## src/rtl/hazard_stall_unit_if.sv

```systemverilog
// Pipeline control bundle between the ID-stage decode/hazard inputs and the stall unit.
// master drives the decoded fields, slave (the stall unit) drives the control outputs.
interface hazard_stall_unit_if #(
  parameter int CNT_W = 16
);
  logic [4:0]       ID_Rs;
  logic [4:0]       ID_Rt;
  logic             ID_UseRt;
  logic             ID_Jump;
  logic             ID_Branch;
  logic [4:0]       EX_Rw;
  logic             EX_MemRead;
  logic             EX_BranchTaken;
  logic             PCWrite;
  logic             IFWrite;
  logic             IFFlush;
  logic             Bubble;
  logic [1:0]       AddrSel;
  logic [CNT_W-1:0] StallCount;

  modport master (
    output ID_Rs, ID_Rt, ID_UseRt, ID_Jump, ID_Branch,
    output EX_Rw, EX_MemRead, EX_BranchTaken,
    input  PCWrite, IFWrite, IFFlush, Bubble, AddrSel, StallCount
  );

  modport slave (
    input  ID_Rs, ID_Rt, ID_UseRt, ID_Jump, ID_Branch,
    input  EX_Rw, EX_MemRead, EX_BranchTaken,
    output PCWrite, IFWrite, IFFlush, Bubble, AddrSel, StallCount
  );
endinterface

```

## src/rtl/hazard_stall_unit.sv

```systemverilog
// Load-use / jump / branch-wait stall control for a classic 5-stage pipeline.
// Control outputs are Mealy; StallCount is a registered saturating count of PC-hold cycles.
module hazard_stall_unit #(
  parameter int BRANCH_LAT = 1,
  parameter int CNT_W      = 16
) (
  input  logic              clk,
  input  logic              rst,
  hazard_stall_unit_if.slave bus
);

  localparam int LAT_W = (BRANCH_LAT > 1) ? $clog2(BRANCH_LAT) : 1;

  typedef enum logic {
    IDLE,
    BR_WAIT
  } state_t;

  state_t           r_state;
  logic [LAT_W-1:0] r_latCnt;
  logic [CNT_W-1:0] r_stallCount;

  logic       w_loadUse;
  logic       w_pcWrite;
  logic       w_ifWrite;
  logic       w_ifFlush;
  logic       w_bubble;
  logic [1:0] w_addrSel;

  assign w_loadUse = bus.EX_MemRead && (bus.EX_Rw != 5'd0) &&
                     ((bus.EX_Rw == bus.ID_Rs) ||
                      (bus.ID_UseRt && (bus.EX_Rw == bus.ID_Rt)));

  always_comb begin
    w_pcWrite = 1'b1;
    w_ifWrite = 1'b1;
    w_ifFlush = 1'b0;
    w_bubble  = 1'b0;
    w_addrSel = 2'b00;
    if (rst) begin
      w_pcWrite = 1'b0;
      w_ifWrite = 1'b0;
      w_bubble  = 1'b1;
    end else begin
      case (r_state)
        IDLE: begin
          if (w_loadUse) begin
            w_pcWrite = 1'b0;
            w_ifWrite = 1'b0;
            w_bubble  = 1'b1;
          end else if (bus.ID_Jump) begin
            w_addrSel = 2'b01;
            w_ifFlush = 1'b1;
          end else if (bus.ID_Branch) begin
            w_pcWrite = 1'b0;
            w_ifWrite = 1'b0;
          end
        end
        BR_WAIT: begin
          // IF/ID still holds the branch, so every BR_WAIT cycle must bubble ID/EX
          w_bubble = 1'b1;
          if (r_latCnt != '0) begin
            w_pcWrite = 1'b0;
            w_ifWrite = 1'b0;
          end else if (bus.EX_BranchTaken) begin
            w_addrSel = 2'b10;
            w_ifFlush = 1'b1;
          end
        end
        default: ;
      endcase
    end
  end

  always_ff @(posedge clk or posedge rst) begin
    if (rst) begin
      r_state      <= IDLE;
      r_latCnt     <= '0;
      r_stallCount <= '0;
    end else begin
      if (!w_pcWrite && (r_stallCount != {CNT_W{1'b1}})) begin
        r_stallCount <= r_stallCount + CNT_W'(1);
      end
      case (r_state)
        IDLE: begin
          if (!w_loadUse && !bus.ID_Jump && bus.ID_Branch) begin
            r_state  <= BR_WAIT;
            r_latCnt <= LAT_W'(BRANCH_LAT - 1);
          end
        end
        BR_WAIT: begin
          if (r_latCnt != '0) begin
            r_latCnt <= r_latCnt - LAT_W'(1);
          end else begin
            r_state <= IDLE;
          end
        end
        default: r_state <= IDLE;
      endcase
    end
  end

  assign bus.PCWrite    = w_pcWrite;
  assign bus.IFWrite    = w_ifWrite;
  assign bus.IFFlush    = w_ifFlush;
  assign bus.Bubble     = w_bubble;
  assign bus.AddrSel    = w_addrSel;
  assign bus.StallCount = r_stallCount;

endmodule

```

## src/flat_wrapper.sv

```systemverilog
// flat-port wrapper written by rule: the top's interface ports become plain ports
module hazard_stall_unit_flat 
#(
  parameter int BRANCH_LAT = 1,
  parameter int CNT_W      = 16
)
  (clk, rst, bus_ID_Rs, bus_ID_Rt, bus_ID_UseRt, bus_ID_Jump, bus_ID_Branch, bus_EX_Rw, bus_EX_MemRead, bus_EX_BranchTaken, bus_PCWrite, bus_IFWrite, bus_IFFlush, bus_Bubble, bus_AddrSel, bus_StallCount);
  hazard_stall_unit_if #(.CNT_W(CNT_W)) bus_i ();
  input  logic clk;
  input  logic rst;
  input wire logic [$bits(bus_i.ID_Rs)-1:0] bus_ID_Rs;
  input wire logic [$bits(bus_i.ID_Rt)-1:0] bus_ID_Rt;
  input wire logic [$bits(bus_i.ID_UseRt)-1:0] bus_ID_UseRt;
  input wire logic [$bits(bus_i.ID_Jump)-1:0] bus_ID_Jump;
  input wire logic [$bits(bus_i.ID_Branch)-1:0] bus_ID_Branch;
  input wire logic [$bits(bus_i.EX_Rw)-1:0] bus_EX_Rw;
  input wire logic [$bits(bus_i.EX_MemRead)-1:0] bus_EX_MemRead;
  input wire logic [$bits(bus_i.EX_BranchTaken)-1:0] bus_EX_BranchTaken;
  output wire logic [$bits(bus_i.PCWrite)-1:0] bus_PCWrite;
  output wire logic [$bits(bus_i.IFWrite)-1:0] bus_IFWrite;
  output wire logic [$bits(bus_i.IFFlush)-1:0] bus_IFFlush;
  output wire logic [$bits(bus_i.Bubble)-1:0] bus_Bubble;
  output wire logic [$bits(bus_i.AddrSel)-1:0] bus_AddrSel;
  output wire logic [$bits(bus_i.StallCount)-1:0] bus_StallCount;
  assign bus_i.ID_Rs = bus_ID_Rs;
  assign bus_i.ID_Rt = bus_ID_Rt;
  assign bus_i.ID_UseRt = bus_ID_UseRt;
  assign bus_i.ID_Jump = bus_ID_Jump;
  assign bus_i.ID_Branch = bus_ID_Branch;
  assign bus_i.EX_Rw = bus_EX_Rw;
  assign bus_i.EX_MemRead = bus_EX_MemRead;
  assign bus_i.EX_BranchTaken = bus_EX_BranchTaken;
  assign bus_PCWrite = bus_i.PCWrite;
  assign bus_IFWrite = bus_i.IFWrite;
  assign bus_IFFlush = bus_i.IFFlush;
  assign bus_Bubble = bus_i.Bubble;
  assign bus_AddrSel = bus_i.AddrSel;
  assign bus_StallCount = bus_i.StallCount;
  hazard_stall_unit #(.BRANCH_LAT(BRANCH_LAT), .CNT_W(CNT_W)) u_core (.clk(clk), .rst(rst), .bus(bus_i));
endmodule
```

## config.mk

```make
export PLATFORM = sky130hd
export DESIGN_NAME = hazard_stall_unit_flat
export DESIGN_NICKNAME = d
export VERILOG_FILES = /design/src/rtl/hazard_stall_unit_if.sv /design/src/rtl/hazard_stall_unit.sv /design/src/flat_wrapper.sv
export SDC_FILE = /design/constraint.sdc
export NUM_CORES = 1
export LEC_CHECK = 0
export BUFFER_PORTS_ARGS = -buffer_cell sky130_fd_sc_hd__clkbuf_2
export CORE_UTILIZATION = 42
export CTS_CLUSTER_SIZE = 20
export DETAILED_ROUTE_END_ITERATION = 8
export GPL_TIMING_DRIVEN = 0
export PLACE_DENSITY = 0.86
export RECOVER_POWER = 50
export SKIP_CTS_REPAIR_TIMING = 1
export SYNTH_ARGS = -nofsm -noshare
export SYNTH_HDL_FRONTEND = slang
export SYNTH_SLANG_ARGS = --single-unit
```

## constraint.sdc

```tcl
create_clock -name clk -period 1.9 [get_ports clk]
set_input_delay 0.285 -clock clk [delete_from_list [all_inputs] [get_ports clk]]
set_output_delay 0.285 -clock clk [all_outputs]
set_load 0.005 [all_outputs]
```

## Yosys cells after proc, flatten, opt, wreduce, memory -nomap -nowiden

Cells that the tools add are included.

| storage, ports and cells | value |
|---|---|
| output and inout port bits | 22 |
| bits in registers | 18 |

| operators by class | value |
|---|---|
| bitwise operators | 1 |
| muxes and demuxes | 27 |
| equal/unequal tests | 4 |
| add/subtract/negate cells | 2 |
| reductions and logical operators | 11 |

Operator list:

| cell | count |
|---|---|
| $mux 1 | 17 |
| $add 16x1->16 const B | 1 |
| $ne 16x16->1 const B | 1 |
| $eq 5x5->1 | 2 |
| $pmux 1 s2 | 5 |
| $mux 2 | 4 |
| $logic_and 1x1->1 | 6 |
| $reduce_bool 5->1 | 1 |
| $pmux 2 s2 | 1 |
| $logic_not 1->1 | 3 |
| $ne 2x1->1 const B | 1 |
| $logic_or 1x1->1 | 1 |
| $not 1->1 | 1 |
| $sub 1x1->1 const B | 1 |

## Depth between registers and ports, before layout

Gate-level depths: netlist of the first run.

| depth | value |
|---|---|
| word-level depth | 9 |
| gate-level depth with buffers | 8 |
| depth with buffers taken out | 7 |

## Worst setup path after synthesis of the first run

No wires, ideal clock.

| timing | value |
|---|---|
| path kind | input to register |
| start point | input port bus_EX_Rw[3] |
| end point | register u_core.r_stallCount[13], in the netlist u_core.bus.StallCount[13] |
| data arrival time | 1.830 ns |
| path buffers | 0 |
| stages | 6 |
| slack | -0.058 ns |
| cell sequence | xor2_1 > nor4_2 > a32oi_1 > o31a_1 > nor4b_2 > mux2_1 |

| on the way | value |
|---|---|
| word-level cells in the longest chain between the ends | 9 |

Ends and longest elaborated chain:

| what | RTL line | RTL |
|---|---|---|
| start: declaration | flat_wrapper.sv:16 | `input wire logic [$bits(bus_i.EX_Rw)-1:0] bus_EX_Rw;` |
| $eq 5x5->1 | hazard_stall_unit.sv:32 | `(bus.ID_UseRt && (bus.EX_Rw == bus.ID_Rt)));` |
| $logic_and 1x1->1 | hazard_stall_unit.sv:32 |  |
| $logic_or 1x1->1 | hazard_stall_unit.sv:31 | `((bus.EX_Rw == bus.ID_Rs) \|\|` |
| $logic_and 1x1->1 (*) | hazard_stall_unit.sv:30 | `assign w_loadUse = bus.EX_MemRead && (bus.EX_Rw != 5'd0) &&` |
| $mux 1 (*) | - |  |
| $pmux 1 s2 (*) | - |  |
| $mux 1 (*) | - |  |
| via bus_IFWrite | flat_wrapper.sv:20 | `output wire logic [$bits(bus_i.IFWrite)-1:0] bus_IFWrite;` |
| $logic_not 1->1 (*) | hazard_stall_unit.sv:81 | `if (!w_pcWrite && (r_stallCount != {CNT_W{1'b1}})) begin` |
| $logic_and 1x1->1 (*) | hazard_stall_unit.sv:81 |  |
| end signal: assignment | hazard_stall_unit.sv:82 | `r_stallCount <= r_stallCount + CNT_W'(1);` |
| end: declaration | hazard_stall_unit.sv:21 | `logic [CNT_W-1:0] r_stallCount;` |

Mark *: on every way through the listed nets, which the timed path passes. The rest lies on a longest branch.
A chain may end at the register's enable or synchronous reset.

## Worst setup path in the final report of the first run

| timing | value |
|---|---|
| start point | input port bus_EX_Rw[4] |
| end point | output port bus_IFFlush |

| on the way | value |
|---|---|
| word-level cells in the longest chain between the ends | 7 |

Ends and longest elaborated chain:

| what | RTL line | RTL |
|---|---|---|
| $eq 5x5->1 | hazard_stall_unit.sv:32 |  |
| $logic_and 1x1->1 | hazard_stall_unit.sv:32 |  |
| $logic_or 1x1->1 | hazard_stall_unit.sv:31 |  |
| $logic_and 1x1->1 (*) | hazard_stall_unit.sv:30 |  |
| $mux 1 (*) | hazard_stall_unit.sv:47 | `if (w_loadUse) begin` |
| $pmux 1 s2 (*) | hazard_stall_unit.sv:45 | `case (r_state)` |
| $mux 1 (*) | hazard_stall_unit.sv:40 | `if (rst) begin` |
| end: declaration | flat_wrapper.sv:21 | `output wire logic [$bits(bus_i.IFFlush)-1:0] bus_IFFlush;` |

Mark *: on every way between the ends. The rest lies on a longest branch, timed or not.

==> results by group, run 1 <==
Floorplan
  • Die ar.: 0.00267 mm²
  • Die width: 51.6 µm
  • Core outline area: 0.00228 mm²
  • DIE HEIGHT: 51.6 µm
  • Initial Util: 0.455
  • Site Rows: 17
  • I/O pins: 44

Power and ir drop
  • Internal power: 0.812 mW
  • Psw: 0.501 mW
  • Clk pwr share: 0.145
  • Total leakage power: 0.734 nW
  • Max VDD drop: 0.000819 V
  • Sw Ratio: 0.382
  • Combinational share of power: 0.391
  • Power Dens Cells: 858 mW/mm²
  • Sequential share of power: 0.464

Routing
  • Drt drc: 0
  • Vias: 981
  • DRT Pass-1 Iters: 4
  • Final WL: 2450 µm
  • Iter 0 DRT Violations: 8
  • WL/cell: 13.1 µm
  • Via/cell ratio: 5.25
  • Number of routed nets with antenna violations: 0

Job
  • MaxCap Viol Count: 0

Global routing
  • Pin count of the biggest net entering global routing: 20
  • GRT Util Overall: 0.172
  • Antenna violations before repair: 0
  • First-pass GRT wire length: 3460 µm
  • Vias in the first global route: 842
  • Remaining Overflow, GRT: 0

Placed design
  • PortBufs: 43
  • RePlAce Congestion: 0.749
  • Detail Placement HPWL: 1710 µm

STA
  • # setup viols final: 2
  • Min Clock Period, post-route: 2.11 ns
  • Final Cycle Share: 1.11
  • FMAX: 474 MHz
  • Min setup slack post-route: -0.209 ns
  • Worst hold slack: 0.132 ns
  • TNS Setup: -0.241 ns
  • Fin. Hold Viols: 0
  • Slew margin rel.: 0.539
  • Clock Skews: 0.00863 ns
  • RSZ-0062 raised after global routing: true
  • Fin. max-slew vios: 0
  • Slew @ Worst Pin: 0.691 ns

Synth
  • Post-synthesis sequential area ratio: 0.411
  • Area of the mapped netlist: 0.00103 mm²
  • Synth top area share: 0.411
  • Yosys reg bits: 17
  • Netlist cell types: 32
  • Top_reg_cell synth: dfrtp_1
  • Avg Inst Size Synth: 9.67 µm²
  • Cell with the most instances after synthesis: dfrtp_1
  • Syn nets: 130
  • EDFF count, synth: 0
  • Top cells by area, synth: dfrtp_1 (41%), xor2_1 (14%), mux2_1 (4.4%), xnor2_1 (4.2%), nor2_1 (4.0%)
  • Syn. warnings: 0
  • Commonest cells post-synth: dfrtp_1 (17), xor2_1 (16), nor2_1 (11), nor3_1 (8), nand2_1 (7)
  • Mapped Cells: 107
  • Async set-reset flop share out of synthesis: 1.00
  • Synth area leader: dfrtp_1

Critical path
  • Critical Path RT: 1.62 ns
  • Worst-path fanout max: 3
  • Worst Setup Start Kind: input pin
  • Critical path cell sequence: buf_8 > or4_4 > o21ai_4 > nor2_2 > or3b_1 > a21oi_2 > buf_2
  • Slowest cell on crit path: or4_4
  • Crit-path max cell delay: 0.54 ns
  • Worst path arrival time: 1.82 ns
  • Crit end category: output pin
  • Setup CP Type: input pin to output pin

Final layout
  • Layout net count: 183
  • Share of cells above drive strength 1: 0.465
  • Finished Core Util: 0.672
  • Ant diodes: 0
  • Synth-to-layout area growth: 47.9%
  • # fillers: 189

CTS
  • TritonCTS clock tree: built
  • TritonCTS Buffers: 3
  • CTS clk-pin slew, worst paths: 0.10 ns
  • H-Tree Depth: 1
  • Maximum buffer depth of the clock tree: 2
  • Clock sinks: 17
  • Clk Latency, worst-skew pair: 0.30 ns
  • Root buf cell: clkbuf_4

Hold path
  • Tightest Hold Check Type: input pin to async pin

Status
  • Run status: finished, violations left
  • Failing checks: negative setup slack
routing by layer:
layer  wire, µm  track usage  up-vias
met4         44       0.0676        0
li1           -            -      474
met1        970        0.209      466
met5          0            0        -
met3        128       0.0175        7
met2       1310        0.310       34
worst max-delay path: cells and delay by family:
kind,cells,cell delay (ns)
buf+inv,2,0.21
compound gates,2,0.32
simple gates,3,1.00
cell usage in the layout (no fill, tap or decap), types with 2 or more instances in the layout:
cell and n:
nor2_1 9, buf_6 5, clkbuf_4 3, and3_1 3, dfrtp_1 17, inv_1 6
nor2_2 2, nand4_1 3, buf_4 6, xnor2_1 5, clkbuf_2 36, xor2_2 2
nor3_1 3, nor3_4 5, nand3_1 2, nand2b_1 2, xor2_1 14, nand2_1 7
nand3_2 2, mux2_1 4
kinds of logic (layout without fill, tap and decap cells):
| logic type | count (synthesis) | count (layout) | synth area share |
|---|---|---|---|
| muxes | 5 | 5 | 0.0532 |
| DFF | 17 | 17 | 0.411 |
| buffers and inverters | 8 | 60 | 0.0339 |
| AOI/OAI and AO/OA | 9 | 9 | 0.0641 |
| adders and majority gates | 1 | 1 | 0.0121 |
| xor gates and xnor gates | 21 | 21 | 0.178 |
| and+or+nand+nor | 46 | 46 | 0.248 |
cell type report:
class	instances	area [µm²]	share of cell area
multi-input cells	82	698	0.456
flip-flops and latches	17	425	0.278
repair buffers	48	294	0.192
well taps	28	35.0	0.0229
plain buffers	2	27.5	0.0180
clock buffers	3	22.5	0.0147
inverters	6	22.5	0.0147
clock inverters	1	5.00	0.00327
power groups by stage:
stage	combinational [mW]	sequential, mW	clock, mW
2_1_floorplan	0.221	0.595	0
5_1_grt	0.571	0.626	0.207
3_5_place_dp	0.407	0.605	0
3_3_place_gp	0.391	0.599	0
4_1_cts	0.410	0.600	0.196
6_report	0.513	0.609	0.191
through the flow:
stage          cells  setup slack, ns  power [mW]  cell area, µm²
3_3_place_gp     178           -0.234       0.990            1280
4_1_cts          182           -0.283        1.21            1310
2_1_floorplan    107          0.00964       0.816            1030
3_5_place_dp     178           -0.274        1.01            1280
6_report         187           -0.209        1.31            1530
5_1_grt          187           -0.280        1.40            1530
state kept, by name, summed over array words and instances, names as in the netlist:
name / cells
u_core.bus.StallCount: 16
u_core.r_state: 1
worst paths after layout:
kind | depth (start not counted) | endpoint | from | slack (ns)
worst max-delay path | 7 | bus_IFFlush | bus_EX_Rw[4] | -0.21
worst min-delay path | 2 | u_core.bus.StallCount[14] | rst | 0.13
worst max register to register | 7 | u_core.bus.StallCount[1] | u_core.bus.StallCount[1] | 0.02
worst min register to register | 1 | u_core.bus.StallCount[11] | u_core.bus.StallCount[11] | 0.53
max in group asynchronous | 2 | u_core.bus.StallCount[7] | rst | 1.32
min in group clk | 2 | u_core.r_state | bus_ID_Jump | 0.19
Note: power is estimated with default switching activity, not from simulation.
==> run 2, diff against run 1 <==
Settings changed: CAP_MARGIN set to 20, SETUP_SLACK_MARGIN set to 0.15.
Clock period 1.9 ns to 1.85 ns, I/O delays scaled along.
==> results by group, run 2 (same netlist as run 1, synthesis figures left out) <==
Routing
  • DRT Pass-1 Iters: 4 (unchanged)
  • Final WL: 2940 µm (was 2450 µm)
  • Number of routed nets with antenna violations: 0 (unchanged)
  • Iter 0 DRT Violations: 15 (was 8)
  • WL/cell: 15.6 µm (was 13.1 µm)
  • Vias: 1018 (was 981)
  • Via/cell ratio: 5.39 (was 5.25)
  • Drt drc: 0 (unchanged)

Floorplan
  • Die ar.: 0.00267 mm² (unchanged)
  • Site Rows: 17 (unchanged)
  • Die width: 51.6 µm (unchanged)
  • Core outline area: 0.00228 mm² (unchanged)
  • DIE HEIGHT: 51.6 µm (unchanged)
  • I/O pins: 44 (unchanged)
  • Initial Util: 0.455 (unchanged)

CTS
  • CTS clk-pin slew, worst paths: 0.10 ns (about the same)
  • TritonCTS clock tree: built (unchanged)
  • H-Tree Depth: 1 (unchanged)
  • Maximum buffer depth of the clock tree: 2 (unchanged)
  • Clk Latency, worst-skew pair: 0.30 ns (about the same)
  • Root buf cell: clkbuf_4 (unchanged)
  • Clock sinks: 17 (unchanged)
  • TritonCTS Buffers: 3 (unchanged)

Power and ir drop
  • Sw Ratio: 0.402 (was 0.382)
  • Power Dens Cells: 908 mW/mm² (was 858 mW/mm²)
  • Psw: 0.578 mW (was 0.501 mW)
  • Clk pwr share: 0.142 (was 0.145)
  • Internal power: 0.861 mW (was 0.812 mW)
  • Max VDD drop: 0.000765 V (was 0.000819 V)
  • Sequential share of power: 0.451 (was 0.464)
  • Total leakage power: 0.751 nW (was 0.734 nW)
  • Combinational share of power: 0.406 (was 0.391)

Placed design
  • Detail Placement HPWL: 1910 µm (was 1710 µm)
  • RePlAce Congestion: 0.754 (was 0.749)
  • PortBufs: 43 (unchanged)
  • Placement Cell Area: 0.00133 mm² (was 0.00128 mm²)

STA
  • Final Cycle Share: 1.12
  • Clock Skews: 0.00872 ns (was 0.00863 ns)
  • Slew @ Worst Pin: 0.698 ns (was 0.691 ns)
  • Fin. max-slew vios: 0 (unchanged)
  • Fin. Hold Viols: 0 (unchanged)
  • Min Clock Period, post-route: 2.07 ns
  • # setup viols final: 11 (was 2)
  • RSZ-0062 raised after global routing: true (unchanged)
  • Slew margin rel.: 0.534 (was 0.539)
  • FMAX: 483 MHz
  • Min setup slack post-route: -0.219 ns (was -0.209 ns)
  • TNS Setup: -0.760 ns (was -0.241 ns)

Global routing
  • Remaining Overflow, GRT: 0 (unchanged)
  • Pin count of the biggest net entering global routing: 20 (unchanged)
  • Vias in the first global route: 885 (was 842)
  • GRT Util Overall: 0.200 (was 0.172)
  • Antenna violations before repair: 0 (unchanged)
  • First-pass GRT wire length: 3850 µm (was 3460 µm)

Final layout
  • Commonest non-fill, non-tap cell in the layout: clkbuf_2 (unchanged)
  • # fillers: 167 (was 189)
  • Share of cells above drive strength 1: 0.522 (was 0.465)
  • Ant diodes: 0 (unchanged)
  • Multi-input logic area: 758 µm² (was 698 µm²)
  • Layout net count: 185 (was 183)
  • Synth-to-layout area growth: 53.2% (was 47.9%)
  • Most frequent cells in the layout: clkbuf_2 (38), dfrtp_1 (17), xor2_1 (15) (was clkbuf_2 (36), dfrtp_1 (17), xor2_1 (14))
  • FF/Latch Area: 425 µm² (unchanged)
  • Number of flip-flops in the largest register: 16 (unchanged)
  • Final instance area: 0.00159 mm² (was 0.00153 mm²)

Status
  • Run status: finished, violations left (unchanged)
  • Failing checks: negative setup slack (unchanged)

Critical path
  • Reg2reg end: u_core.bus.StallCount[11] (was u_core.bus.StallCount[1])
  • Crit end category: output pin (unchanged)
  • FF-to-FF Start: u_core.bus.StallCount[1] (unchanged)
  • Worst R2R Path Depth: 8 (was 7)
  • Critical Path RT: 1.57 ns (was 1.62 ns)
  • Reg2reg setup slack: -0.08 ns (was 0.02 ns)
  • Worst-path fanout max: 3 (unchanged)
  • Setup CP Type: input pin to output pin (unchanged)
  • Worst Setup Start Kind: input pin (unchanged)
  • Worst path arrival time: 1.79 ns (was 1.82 ns)

Hold path
  • Tightest Hold Check Type: input pin to async pin (unchanged)

Job
  • MaxCap Viol Count: 0 (unchanged)
[run 2: cell count changes in the layout (fill, tap and decap cells not counted), moves of 2 or more]
cell      change
nor2_4        +2
nor2_2        +2
buf_4         +3
buf_6         -2
nor2_1        -4
nor3_1        -2
clkbuf_2      +2
[run 2: stage by stage]
| stage | total power, mW | cells | setup WS [ns] | utilization | hold slack, ns |
|---|---|---|---|---|---|
| final | 1.44 | 189 | -0.219 | 0.697 | 0.119 |
| after global routing | 1.53 | 189 | -0.264 | 0.697 | 0.170 |
| after CTS | 1.28 | 182 | -0.260 | 0.596 | 0.148 |
| after detailed placement | 1.07 | 178 | -0.304 | 0.584 | 0.468 |
| after global placement | 1.04 | 178 | -0.252 | 0.584 | 0.447 |
| after floorplan | 0.860 | 107 | -0.0321 | - | 0.217 |
[run 2: how the worst max path moves through the flow]
| stage | start | endpoint | slack [ns] | depth (start not counted) |
|---|---|---|---|---|
| 3_3_place_gp | bus_EX_Rw[3] | u_core.bus.StallCount[13] | -0.25 | 7 |
| 3_5_place_dp | bus_EX_Rw[3] | u_core.bus.StallCount[13] | -0.30 | 7 |
| 2_1_floorplan | bus_EX_Rw[3] | u_core.bus.StallCount[13] | -0.03 | 6 |
| 5_1_grt | bus_EX_Rw[4] | bus_IFFlush | -0.26 | 7 |
| 4_1_cts | bus_EX_Rw[0] | bus_IFFlush | -0.26 | 7 |
| 6_report | bus_EX_Rw[4] | bus_IFFlush | -0.22 | 7 |
[run 2: power by group through the flow]
stage | Sequential (mW) | Combinational [mW] | Clock (mW)
floorplan | 0.615 | 0.245 | 0
CTS | 0.625 | 0.451 | 0.202
global route | 0.666 | 0.643 | 0.222
detailed placement | 0.629 | 0.446 | 0
finish | 0.650 | 0.585 | 0.205
global placement | 0.621 | 0.422 | 0
[run 2: metal layers]
metal | vias to the layer above | GRT usage | part of all wire
met3 | 7 | 0.0439 | 0.055
met4 | 0 | 0.0946 | 0.023
met1 | 495 | 0.229 | 0.38
met2 | 36 | 0.351 | 0.54
met5 | - | 0 | 0
li1 | 480 | - | -
[run 2: worst max-delay path, stage by stage]
cell and delay, ns:
buf_6 0.10, or4_4 0.54, o21ai_4 0.21, nor2_4 0.05
or3b_1 0.37, a21oi_2 0.13, buf_2 0.11
[run 2: final cells by class]
class,count,area share
clock buffers,3,0.0142
repair buffers,50,0.182
clock inverters,1,0.00316
inverters,6,0.0142
flip-flops and latches,17,0.268
multi-input cells,82,0.478
well taps,28,0.0221
plain buffers,2,0.0174
